## src/rtl/mc_control_fsm_pkg.sv

```systemverilog
// Shared types and encodings for the multicycle MIPS main control unit.
// The mux select encodings are also used by the datapath mux instances.
package mc_pkg;

    localparam int OPW = 6;

    typedef enum logic [3:0] {
        S_RESET  = 4'd0,
        S_FETCH  = 4'd1,
        S_DECODE = 4'd2,
        S_MEMADR = 4'd3,
        S_MEMRD  = 4'd4,
        S_MEMWR  = 4'd5,
        S_MEMWB  = 4'd6,
        S_EXEC   = 4'd7,
        S_ALUWB  = 4'd8,
        S_BRANCH = 4'd9,
        S_ADDIEX = 4'd10,
        S_ADDIWB = 4'd11,
        S_JUMP   = 4'd12
    } state_e;

    localparam logic [OPW-1:0] OP_RTYPE = 6'b000000;
    localparam logic [OPW-1:0] OP_J     = 6'b000010;
    localparam logic [OPW-1:0] OP_BEQ   = 6'b000100;
    localparam logic [OPW-1:0] OP_BNE   = 6'b000101;
    localparam logic [OPW-1:0] OP_ADDI  = 6'b001000;
    localparam logic [OPW-1:0] OP_LW    = 6'b100011;
    localparam logic [OPW-1:0] OP_SW    = 6'b101011;

    typedef enum logic [1:0] {
        SRCB_REG     = 2'b00,
        SRCB_FOUR    = 2'b01,
        SRCB_IMM     = 2'b10,
        SRCB_IMM_SH2 = 2'b11
    } alu_src_b_e;

    typedef enum logic [1:0] {
        ALUOP_ADD   = 2'b00,
        ALUOP_SUB   = 2'b01,
        ALUOP_FUNCT = 2'b10
    } alu_op_e;

    // 2'b11 is reserved on the PC mux and is never produced.
    typedef enum logic [1:0] {
        PCSRC_ALU    = 2'b00,
        PCSRC_ALUOUT = 2'b01,
        PCSRC_JUMP   = 2'b10
    } pc_src_e;

    typedef struct packed {
        logic       pc_en;
        logic       iord;
        logic       mem_read;
        logic       mem_write;
        logic       ir_write;
        logic       mem_to_reg;
        logic       reg_dst;
        logic       reg_write;
        logic       alu_src_a;
        alu_src_b_e alu_src_b;
        alu_op_e    alu_op;
        pc_src_e    pc_source;
        logic       illegal_op;
    } ctrl_word_t;

    function automatic logic op_is_legal(input logic [OPW-1:0] op);
        return (op == OP_LW)  || (op == OP_SW)  || (op == OP_RTYPE) ||
               (op == OP_BEQ) || (op == OP_BNE) || (op == OP_ADDI)  ||
               (op == OP_J);
    endfunction

endpackage

```

## src/rtl/mc_control_fsm_if.sv

```systemverilog
// Control-unit bus: IR opcode and status flags in, per-cycle control word out.
// master = control FSM, slave = datapath.
interface mc_control_fsm_if;
    import mc_pkg::*;

    logic [OPW-1:0] opcode;
    logic           zero;
    logic           mem_ready;
    logic           pc_en;
    logic           iord;
    logic           mem_read;
    logic           mem_write;
    logic           ir_write;
    logic           mem_to_reg;
    logic           reg_dst;
    logic           reg_write;
    logic           alu_src_a;
    logic [1:0]     alu_src_b;
    logic [1:0]     alu_op;
    logic [1:0]     pc_source;
    logic           illegal_op;

    modport master (
        input  opcode, zero, mem_ready,
        output pc_en, iord, mem_read, mem_write, ir_write, mem_to_reg,
               reg_dst, reg_write, alu_src_a, alu_src_b, alu_op, pc_source,
               illegal_op
    );

    modport slave (
        output opcode, zero, mem_ready,
        input  pc_en, iord, mem_read, mem_write, ir_write, mem_to_reg,
               reg_dst, reg_write, alu_src_a, alu_src_b, alu_op, pc_source,
               illegal_op
    );

endinterface

```

## src/rtl/mc_control_fsm_decode.sv

```systemverilog
// Combinational control-word decode: Moore in state, plus zero/mem_ready
// for pc_en and ir_write, plus the DECODE-cycle illegal-opcode flag.
module mc_ctrl_decode
    import mc_pkg::*;
(
    input  state_e     i_state,
    input  logic       i_is_bne,
    input  logic       i_zero,
    input  logic       i_mem_ready,
    input  logic       i_op_illegal,
    output ctrl_word_t o_ctrl
);

    always_comb begin
        // NOTE: every field gets a default first, so no path can infer a latch.
        o_ctrl = '0;
        unique case (i_state)
            S_FETCH: begin
                o_ctrl.mem_read  = 1'b1;
                o_ctrl.alu_src_b = SRCB_FOUR;
                o_ctrl.ir_write  = i_mem_ready;
                o_ctrl.pc_en     = i_mem_ready;
            end
            S_DECODE: begin
                o_ctrl.alu_src_b  = SRCB_IMM_SH2;
                o_ctrl.illegal_op = i_op_illegal;
            end
            S_MEMADR, S_ADDIEX: begin
                o_ctrl.alu_src_a = 1'b1;
                o_ctrl.alu_src_b = SRCB_IMM;
            end
            S_MEMRD: begin
                o_ctrl.iord     = 1'b1;
                o_ctrl.mem_read = 1'b1;
            end
            S_MEMWR: begin
                o_ctrl.iord      = 1'b1;
                o_ctrl.mem_write = 1'b1;
            end
            S_MEMWB: begin
                o_ctrl.mem_to_reg = 1'b1;
                o_ctrl.reg_write  = 1'b1;
            end
            S_EXEC: begin
                o_ctrl.alu_src_a = 1'b1;
                o_ctrl.alu_op    = ALUOP_FUNCT;
            end
            S_ALUWB: begin
                o_ctrl.reg_dst   = 1'b1;
                o_ctrl.reg_write = 1'b1;
            end
            S_BRANCH: begin
                o_ctrl.alu_src_a = 1'b1;
                o_ctrl.alu_op    = ALUOP_SUB;
                o_ctrl.pc_source = PCSRC_ALUOUT;
                o_ctrl.pc_en     = i_zero ^ i_is_bne;
            end
            S_ADDIWB: o_ctrl.reg_write = 1'b1;
            S_JUMP: begin
                o_ctrl.pc_source = PCSRC_JUMP;
                o_ctrl.pc_en     = 1'b1;
            end
            default: o_ctrl = '0;
        endcase
    end

endmodule

```

## src/rtl/mc_control_fsm.sv

```systemverilog
// Multicycle MIPS main control FSM: state register, branch-flavour latch and
// next-state logic; the control word comes from mc_ctrl_decode.
module mc_control_fsm
    import mc_pkg::*;
(
    input  logic              clk,
    input  logic              rst_n,
    mc_control_fsm_if.master  bus
);

    state_e     r_state;
    state_e     w_next_state;
    logic       r_is_bne;
    logic       w_op_illegal;
    ctrl_word_t w_ctrl;

    // NOTE: sequential state uses non-blocking assignments only.
    always_ff @(posedge clk or negedge rst_n) begin
        if (!rst_n) begin
            r_state <= S_RESET;
        end else begin
            r_state <= w_next_state;
        end
    end

    // Only the flavour is kept, so the IR may change once DECODE is over.
    always_ff @(posedge clk or negedge rst_n) begin
        if (!rst_n) begin
            r_is_bne <= 1'b0;
        end else if (r_state == S_DECODE) begin
            r_is_bne <= (bus.opcode == OP_BNE);
        end
    end

    assign w_op_illegal = !op_is_legal(bus.opcode);

    always_comb begin
        w_next_state = r_state;
        unique case (r_state)
            S_RESET:  w_next_state = S_FETCH;
            S_FETCH:  if (bus.mem_ready) w_next_state = S_DECODE;
            S_DECODE: begin
                unique case (bus.opcode)
                    OP_LW, OP_SW:   w_next_state = S_MEMADR;
                    OP_RTYPE:       w_next_state = S_EXEC;
                    OP_BEQ, OP_BNE: w_next_state = S_BRANCH;
                    OP_ADDI:        w_next_state = S_ADDIEX;
                    OP_J:           w_next_state = S_JUMP;
                    default:        w_next_state = S_FETCH;
                endcase
            end
            S_MEMADR: w_next_state = (bus.opcode == OP_SW) ? S_MEMWR : S_MEMRD;
            S_MEMRD:  if (bus.mem_ready) w_next_state = S_MEMWB;
            S_MEMWR:  if (bus.mem_ready) w_next_state = S_FETCH;
            S_EXEC:   w_next_state = S_ALUWB;
            S_ADDIEX: w_next_state = S_ADDIWB;
            S_MEMWB, S_ALUWB, S_BRANCH, S_ADDIWB, S_JUMP:
                      w_next_state = S_FETCH;
            default:  w_next_state = S_FETCH;
        endcase
    end

    mc_ctrl_decode u_decode (
        .i_state      (r_state),
        .i_is_bne     (r_is_bne),
        .i_zero       (bus.zero),
        .i_mem_ready  (bus.mem_ready),
        .i_op_illegal (w_op_illegal),
        .o_ctrl       (w_ctrl)
    );

    assign bus.pc_en      = w_ctrl.pc_en;
    assign bus.iord       = w_ctrl.iord;
    assign bus.mem_read   = w_ctrl.mem_read;
    assign bus.mem_write  = w_ctrl.mem_write;
    assign bus.ir_write   = w_ctrl.ir_write;
    assign bus.mem_to_reg = w_ctrl.mem_to_reg;
    assign bus.reg_dst    = w_ctrl.reg_dst;
    assign bus.reg_write  = w_ctrl.reg_write;
    assign bus.alu_src_a  = w_ctrl.alu_src_a;
    assign bus.alu_src_b  = w_ctrl.alu_src_b;
    assign bus.alu_op     = w_ctrl.alu_op;
    assign bus.pc_source  = w_ctrl.pc_source;
    assign bus.illegal_op = w_ctrl.illegal_op;

endmodule

```

## src/flat_wrapper.sv

```systemverilog
// flat-port wrapper written by rule: the top's interface ports become plain ports
module mc_control_fsm_flat import mc_pkg::*;
  (clk, rst_n, bus_opcode, bus_zero, bus_mem_ready, bus_pc_en, bus_iord, bus_mem_read, bus_mem_write, bus_ir_write, bus_mem_to_reg, bus_reg_dst, bus_reg_write, bus_alu_src_a, bus_alu_src_b, bus_alu_op, bus_pc_source, bus_illegal_op);
  mc_control_fsm_if bus_i ();
  input  logic clk;
  input  logic rst_n;
  input wire logic [$bits(bus_i.opcode)-1:0] bus_opcode;
  input wire logic [$bits(bus_i.zero)-1:0] bus_zero;
  input wire logic [$bits(bus_i.mem_ready)-1:0] bus_mem_ready;
  output wire logic [$bits(bus_i.pc_en)-1:0] bus_pc_en;
  output wire logic [$bits(bus_i.iord)-1:0] bus_iord;
  output wire logic [$bits(bus_i.mem_read)-1:0] bus_mem_read;
  output wire logic [$bits(bus_i.mem_write)-1:0] bus_mem_write;
  output wire logic [$bits(bus_i.ir_write)-1:0] bus_ir_write;
  output wire logic [$bits(bus_i.mem_to_reg)-1:0] bus_mem_to_reg;
  output wire logic [$bits(bus_i.reg_dst)-1:0] bus_reg_dst;
  output wire logic [$bits(bus_i.reg_write)-1:0] bus_reg_write;
  output wire logic [$bits(bus_i.alu_src_a)-1:0] bus_alu_src_a;
  output wire logic [$bits(bus_i.alu_src_b)-1:0] bus_alu_src_b;
  output wire logic [$bits(bus_i.alu_op)-1:0] bus_alu_op;
  output wire logic [$bits(bus_i.pc_source)-1:0] bus_pc_source;
  output wire logic [$bits(bus_i.illegal_op)-1:0] bus_illegal_op;
  assign bus_i.opcode = bus_opcode;
  assign bus_i.zero = bus_zero;
  assign bus_i.mem_ready = bus_mem_ready;
  assign bus_pc_en = bus_i.pc_en;
  assign bus_iord = bus_i.iord;
  assign bus_mem_read = bus_i.mem_read;
  assign bus_mem_write = bus_i.mem_write;
  assign bus_ir_write = bus_i.ir_write;
  assign bus_mem_to_reg = bus_i.mem_to_reg;
  assign bus_reg_dst = bus_i.reg_dst;
  assign bus_reg_write = bus_i.reg_write;
  assign bus_alu_src_a = bus_i.alu_src_a;
  assign bus_alu_src_b = bus_i.alu_src_b;
  assign bus_alu_op = bus_i.alu_op;
  assign bus_pc_source = bus_i.pc_source;
  assign bus_illegal_op = bus_i.illegal_op;
  mc_control_fsm u_core (.clk(clk), .rst_n(rst_n), .bus(bus_i));
endmodule
```

## config.mk

```make
export PLATFORM = sky130hd
export DESIGN_NAME = mc_control_fsm_flat
export DESIGN_NICKNAME = d
export VERILOG_FILES = /design/src/rtl/mc_control_fsm_pkg.sv /design/src/rtl/mc_control_fsm_if.sv /design/src/rtl/mc_control_fsm_decode.sv /design/src/rtl/mc_control_fsm.sv /design/src/flat_wrapper.sv
export SDC_FILE = /design/constraint.sdc
export NUM_CORES = 1
export LEC_CHECK = 0
export CAP_MARGIN = 20
export CELL_PAD_IN_SITES_DETAIL_PLACEMENT = 0
export CELL_PAD_IN_SITES_GLOBAL_PLACEMENT = 1
export CORE_AREA = 4 4 46 68
export CTS_CLUSTER_DIAMETER = 50
export DETAILED_ROUTE_END_ITERATION = 16
export DIE_AREA = 0 0 50 72
export GPL_ROUTABILITY_DRIVEN = 1
export PLACE_DENSITY = 0.76
export SYNTH_ARGS = -nofsm -noshare
export SYNTH_HDL_FRONTEND = slang
export SYNTH_SLANG_ARGS = --single-unit
```

## constraint.sdc

```tcl
create_clock -name clk -period 1.6 [get_ports clk]
set_clock_uncertainty 0.2 [all_clocks]
set_input_delay 0.48 -clock clk [delete_from_list [all_inputs] [get_ports clk]]
set_output_delay 0.48 -clock clk [all_outputs]
set_load 0.01 [all_outputs]
```

### Word-level counts from Yosys, hierarchy flattened

Cells that the tools add are included.

* eq/ne operators: 21
* reduce and logical (&&, ||, !) cells: 16
* multiplexer cells: 19
* bitwise operators: 1

Operators with widths (count)
* 4-bit case mux with 7 select lines: 1
* 4-bit == test, second input constant: 5
* 4-bit case mux with 5 select lines: 1
* 4-bit by 3-bit == test with 1-bit output, second input constant: 4
* 6-bit by 3-bit == test with 1-bit output, second input constant: 2
* 6-bit == test, second input constant: 2
* 4-bit 2-to-1 mux: 3
* 1-bit 2-to-1 mux: 10
* 2-bit OR reduction: 5
* 4-bit by 2-bit == test with 1-bit output, second input constant: 2
* 2-bit case mux with 2 select lines: 2
* 6-bit by 2-bit == test with 1-bit output, second input constant: 1
* 6-bit by 4-bit == test with 1-bit output, second input constant: 1
* 6-bit zero test: 1
* 1-bit logical OR: 6
* 2-bit != test, second input constant: 3
* 2-bit case mux with 3 select lines: 1
* 4-bit by 1-bit == test with 1-bit output, second input constant: 1
* 4-bit OR reduction: 1
* 1-bit case mux with 3 select lines: 1
* 3-bit AND reduction: 1
* 3-bit OR reduction: 1
* 1-bit zero test: 1
* 1-bit XOR: 1

* word-level logic and storage cells: 59
* register bits after elaboration: 5
* bits of input ports: 10

### Logic depth before layout (Yosys ltp)

* depth in word-level cells: 9
* depth in mapped cells: 5
* gate-level depth less buffers: 3

### Cells and area by module

From an unflattened synthesis, not the netlist that was laid out.

* cell total of the unflattened synthesis: 78
* area, all modules: 645.6 um^2

Modules (own cells, without submodules)
* mc_control_fsm: sequential area each 125.1 um^2, area an instance 412.9 um^2, instances 1, cells an instance 47
* mc_ctrl_decode: sequential area each 0.0 um^2, area an instance 232.7 um^2, instances 1, cells an instance 31

### Least setup slack after synthesis

No wires, ideal clock.

* kind: register -> output
* start point: register u_core.r_state[1]
* end point: output bus_reg_write
* arrival: 1.200 ns
* data required time: 0.920 ns
* cell stages (with the launch flop): 5
* slack: -0.280 ns
* cells stage by stage: dfrtp_1 > buf_4 > buf_2 > mux2_2 > o22ai_1

* longest elaborated chain between the ends: 3
* elaborated cells on any way between the ends: 5
* classes of those cells: eq/ne: 3; mux: 1; reduce/logical: 1

Ends and longest elaborated chain
* from (decl): line mc_control_fsm.sv:11 `state_e r_state;`
* from (signal assigned): line mc_control_fsm.sv:22 `r_state <= w_next_state;`
* 4-bit == test or 4-bit by 3-bit == test with 1-bit output (tied branches): line mc_control_fsm_decode.sv:17 `unique case (i_state)`
* 3-bit OR reduction (no source line) (*)
* 1-bit 2-to-1 mux (*): line mc_control_fsm_decode.sv:17
* to (decl): line flat_wrapper.sv:17 `output wire logic [$bits(bus_i.reg_write)-1:0] bus_reg_write;`

Every way passes the cells marked *; elsewhere a longest branch is shown, timed or not.

### Worst setup path after layout

* start point: register u_core.r_state[3]
* end point: output bus_pc_en

* longest elaborated chain between the ends: 2
* elaborated cells on any way between the ends: 4
* classes of those cells: eq/ne: 3; mux: 1

Ends and longest elaborated chain
* 4-bit == test or 4-bit by 1-bit == test with 1-bit output (tied branches): line mc_control_fsm_decode.sv:17
* 1-bit case mux with 3 select lines (*): line mc_control_fsm_decode.sv:17
* to (decl): line flat_wrapper.sv:10 `output wire logic [$bits(bus_i.pc_en)-1:0] bus_pc_en;`

Marked as above.

==> flow_summary.toml <==
[outcome]
status = "complete, but fails checks"
violations = "setup timing"

[clock_network]
clock_sinks = 5
clock_latency_ns = 0.22
ctsHoldBuffers = 0
htreeDepth = 1
numCtsBuffers = 3
tritoncts = "built"
cts_buffer_depth = 2
cts_root_buf = "clkbuf_8"
clk_pin_slew_ns = 0.04

[critical_path]
r2r-start = "u_core.r_state[2]"
cp_max_fo = 4
cp_slowest_stage_delay_ns = 0.42
end_kind = "output port"
r2r_end = "u_core.r_state[0]"
cp_slowest_cell = "dfrtp_2"
critical_path_class = "register to output port"
reg2reg_slack_ns = -0.18
crit_end = "bus_pc_en"
crit_start = "u_core.r_state[3]"
worstPathCellList = "buf_6 -> buf_6 -> mux2i_4 -> o32ai_4 -> buf_2"
worstPathRequired_ns = 0.92
cp_common_cell = "buf_6"
worst-r2r-cell-count = 5
cp.arrival_ns = 1.42
critical_path.startpoint_type = "register"

[die]
fp.dieArea_sq_um = 3600
ios = 26
fp-row-count = 23
fp.dieW_microns = 50
initial_core_util_pct = 24.32
die_y_microns = 72
core_sq_um = 2619

[sta]
timing.final.ws_setup_ns = -0.5008
worstMarginPinSlew_ns = 0.2610
rsz0062_at_grt = "yes"
maxSlewHeadroom_pct = 82.47
whs_ns = 0.2855
hold_violations = 0
maxSlewViolCount = 0
fmax_mhz = 476.0
setup_viol = 20
fin_crit_sh_pct = 131.3
min_period_ns = 2.101

[pwr]
max-vdd-ir-drop_uv = 1074
p_leak_nw = 0.6864
power_density_nw_per_um2 = 1568

[drt]
drc = 0
vias_per_cell = 4.766
ant_nets = 0
first_pass_iters = 4
vias = 896
drt-wirelength-per-cell_microns = 13.99
drt-initial-drc-count = 8
wl_microns = 2630

[logic_synthesis]
synth_area_sq_um = 636.9
ys_seq_area_share_pct = 19.65
synth-edff-count = 0
yosys_register_bits = 5
ys_warn_count = 0
ys.flop_type = "dfrtp_1"
netlist_instances = 80
ys_types = 39
synth_area_per_cell_sq_um = 7.961
ys_async_sr_fraction_pct = 100.0
synthTopCellsByArea = "dfrtp_1 (20%), nand2b_1 (4.9%), nor2_1 (4.7%)"
synth_top_area_share_pct = 19.65
yosysTopAreaCell = "dfrtp_1"
synth_fp_nets = 90

[global_routing]
antenna_found_initial = 0
grt_max_degree = 9
grt_pass1_vias = 949
grt_pass1_wl_microns = 4229
grt_overflow = 0
track_usage_pct = 14.67

[min_path]
hold_class = "primary input to asynchronous set/reset pin"

[layout]
seq_area_sq_um = 130.1
multi_input_area_sq_um = 665.6
diodes = 0
final_core_util_pct = 58.48
design_area_sq_um = 1531
synthToLayoutAreaGrowth_pct = 140.5
nets = 162
fillers = 220
drive_gt1_share_pct = 74.17

[place]
dp_slack_ns = -1.218
port_buffers = 25
place_area_sq_um = 1186
dp_hpwl_microns = 1768
gp_congestion = 0.8201

[flow_run]
cap_viol_max_count = 0
[per-layer routing]
layer / wire [microns] / track usage (%)
met1: 996 / 16.27
met2: 1515 / 27.62
met3: 94 / 3.285
met4: 23 / 3.385
met5: 0 / 0
[cells in the mapped netlist (all sizes together) (2+ instances only)]
cell type  number
buf             9
nor2            8
nand2           7
a21oi           5
dfrtp           5
nand2b          5
nor3            3
nor3b           3
o21ai           3
a211oi          2
a31oi           2
and3            2
mux2i           2
nor4b           2
xor2            2
[final cells by class]
| type | count | area share [%] |
|---|---|---|
| Inverter | 1 | 0.2451 |
| Sequential cell | 5 | 8.497 |
| Clock buffer | 4 | 2.941 |
| Timing Repair Buffer | 76 | 41.83 |
| Tap cell | 37 | 3.023 |
| Multi-Input combinational cell | 65 | 43.46 |
[worst max-delay path: cells and delay by family, from the launching register on]
family,cells,cell delay [ns]
flops,1,0.42
buf+inv,3,0.41
compound gates,1,0.19
mux,1,0.18
[logic make-up after synthesis]
family	count (synthesis)	synth area share [%]
XOR/XNOR	3	4.126
flip-flops	5	19.65
AND/OR/NAND/NOR	39	38.90
buffers and inverters	10	10.41
multiplexers	3	4.912
AO/OA/AOI/OAI	20	22.00
[power breakdown]
group	leakage, nW	switching [mW]	internal [mW]
Sequential	0.0587	0.106	0.190
Clock	0.0228	0.0611	0.171
Combinational	0.605	0.808	1.06
Total	0.686	0.975	1.43
[registers in the layout, summed over array words and instances (netlist names)]
register / flops
u_core.r_is_bne: 1
u_core.r_state: 4
[worst min-delay path by stage]
stage	from	end	slack, ns	cells past startpoint
3_3_place_gp	u_core.r_is_bne	u_core.r_is_bne	0.39	3
5_1_grt	rst_n	u_core.r_is_bne	0.29	1
6_report	rst_n	u_core.r_is_bne	0.29	1
2_1_floorplan	rst_n	u_core.r_is_bne	-0.02	0
3_5_place_dp	u_core.r_is_bne	u_core.r_is_bne	0.38	3
4_1_cts	rst_n	u_core.r_is_bne	0.29	1
[metrics by stage]
step                      total power, mW  cells  setup TNS [ns]
after floorplan                     1.081     80          -1.221
after global placement              1.675    167          -13.53
after detailed placement            1.700    167          -13.63
after CTS                           2.176    185          -6.426
after global routing                2.557    188          -7.447
final                               2.401    188          -6.425
[layout by cell type, fill, tap and decap left out, types with 2 or more instances in the layout]
master,count
nand2b_4,4
nor4b_4,2
a21oi_1,2
nor3_1,2
clkdlybuf4s15_1,3
a31oi_1,2
buf_6,26
a211oi_2,2
nand2_1,7
buf_4,31
buf_2,15
dfrtp_2,4
nor3b_2,2
clkbuf_8,3
nor2_4,4
o21ai_0,2
a21oi_2,3
nor2_2,3
[what timing repair did]
item,4_1_cts,5_1_grt
setup endpoints to repair,21,21
resized for setup,139,14
pin swaps,16,13
buffers inserted,14,4
Note: power is estimated with default switching activity, not from simulation.
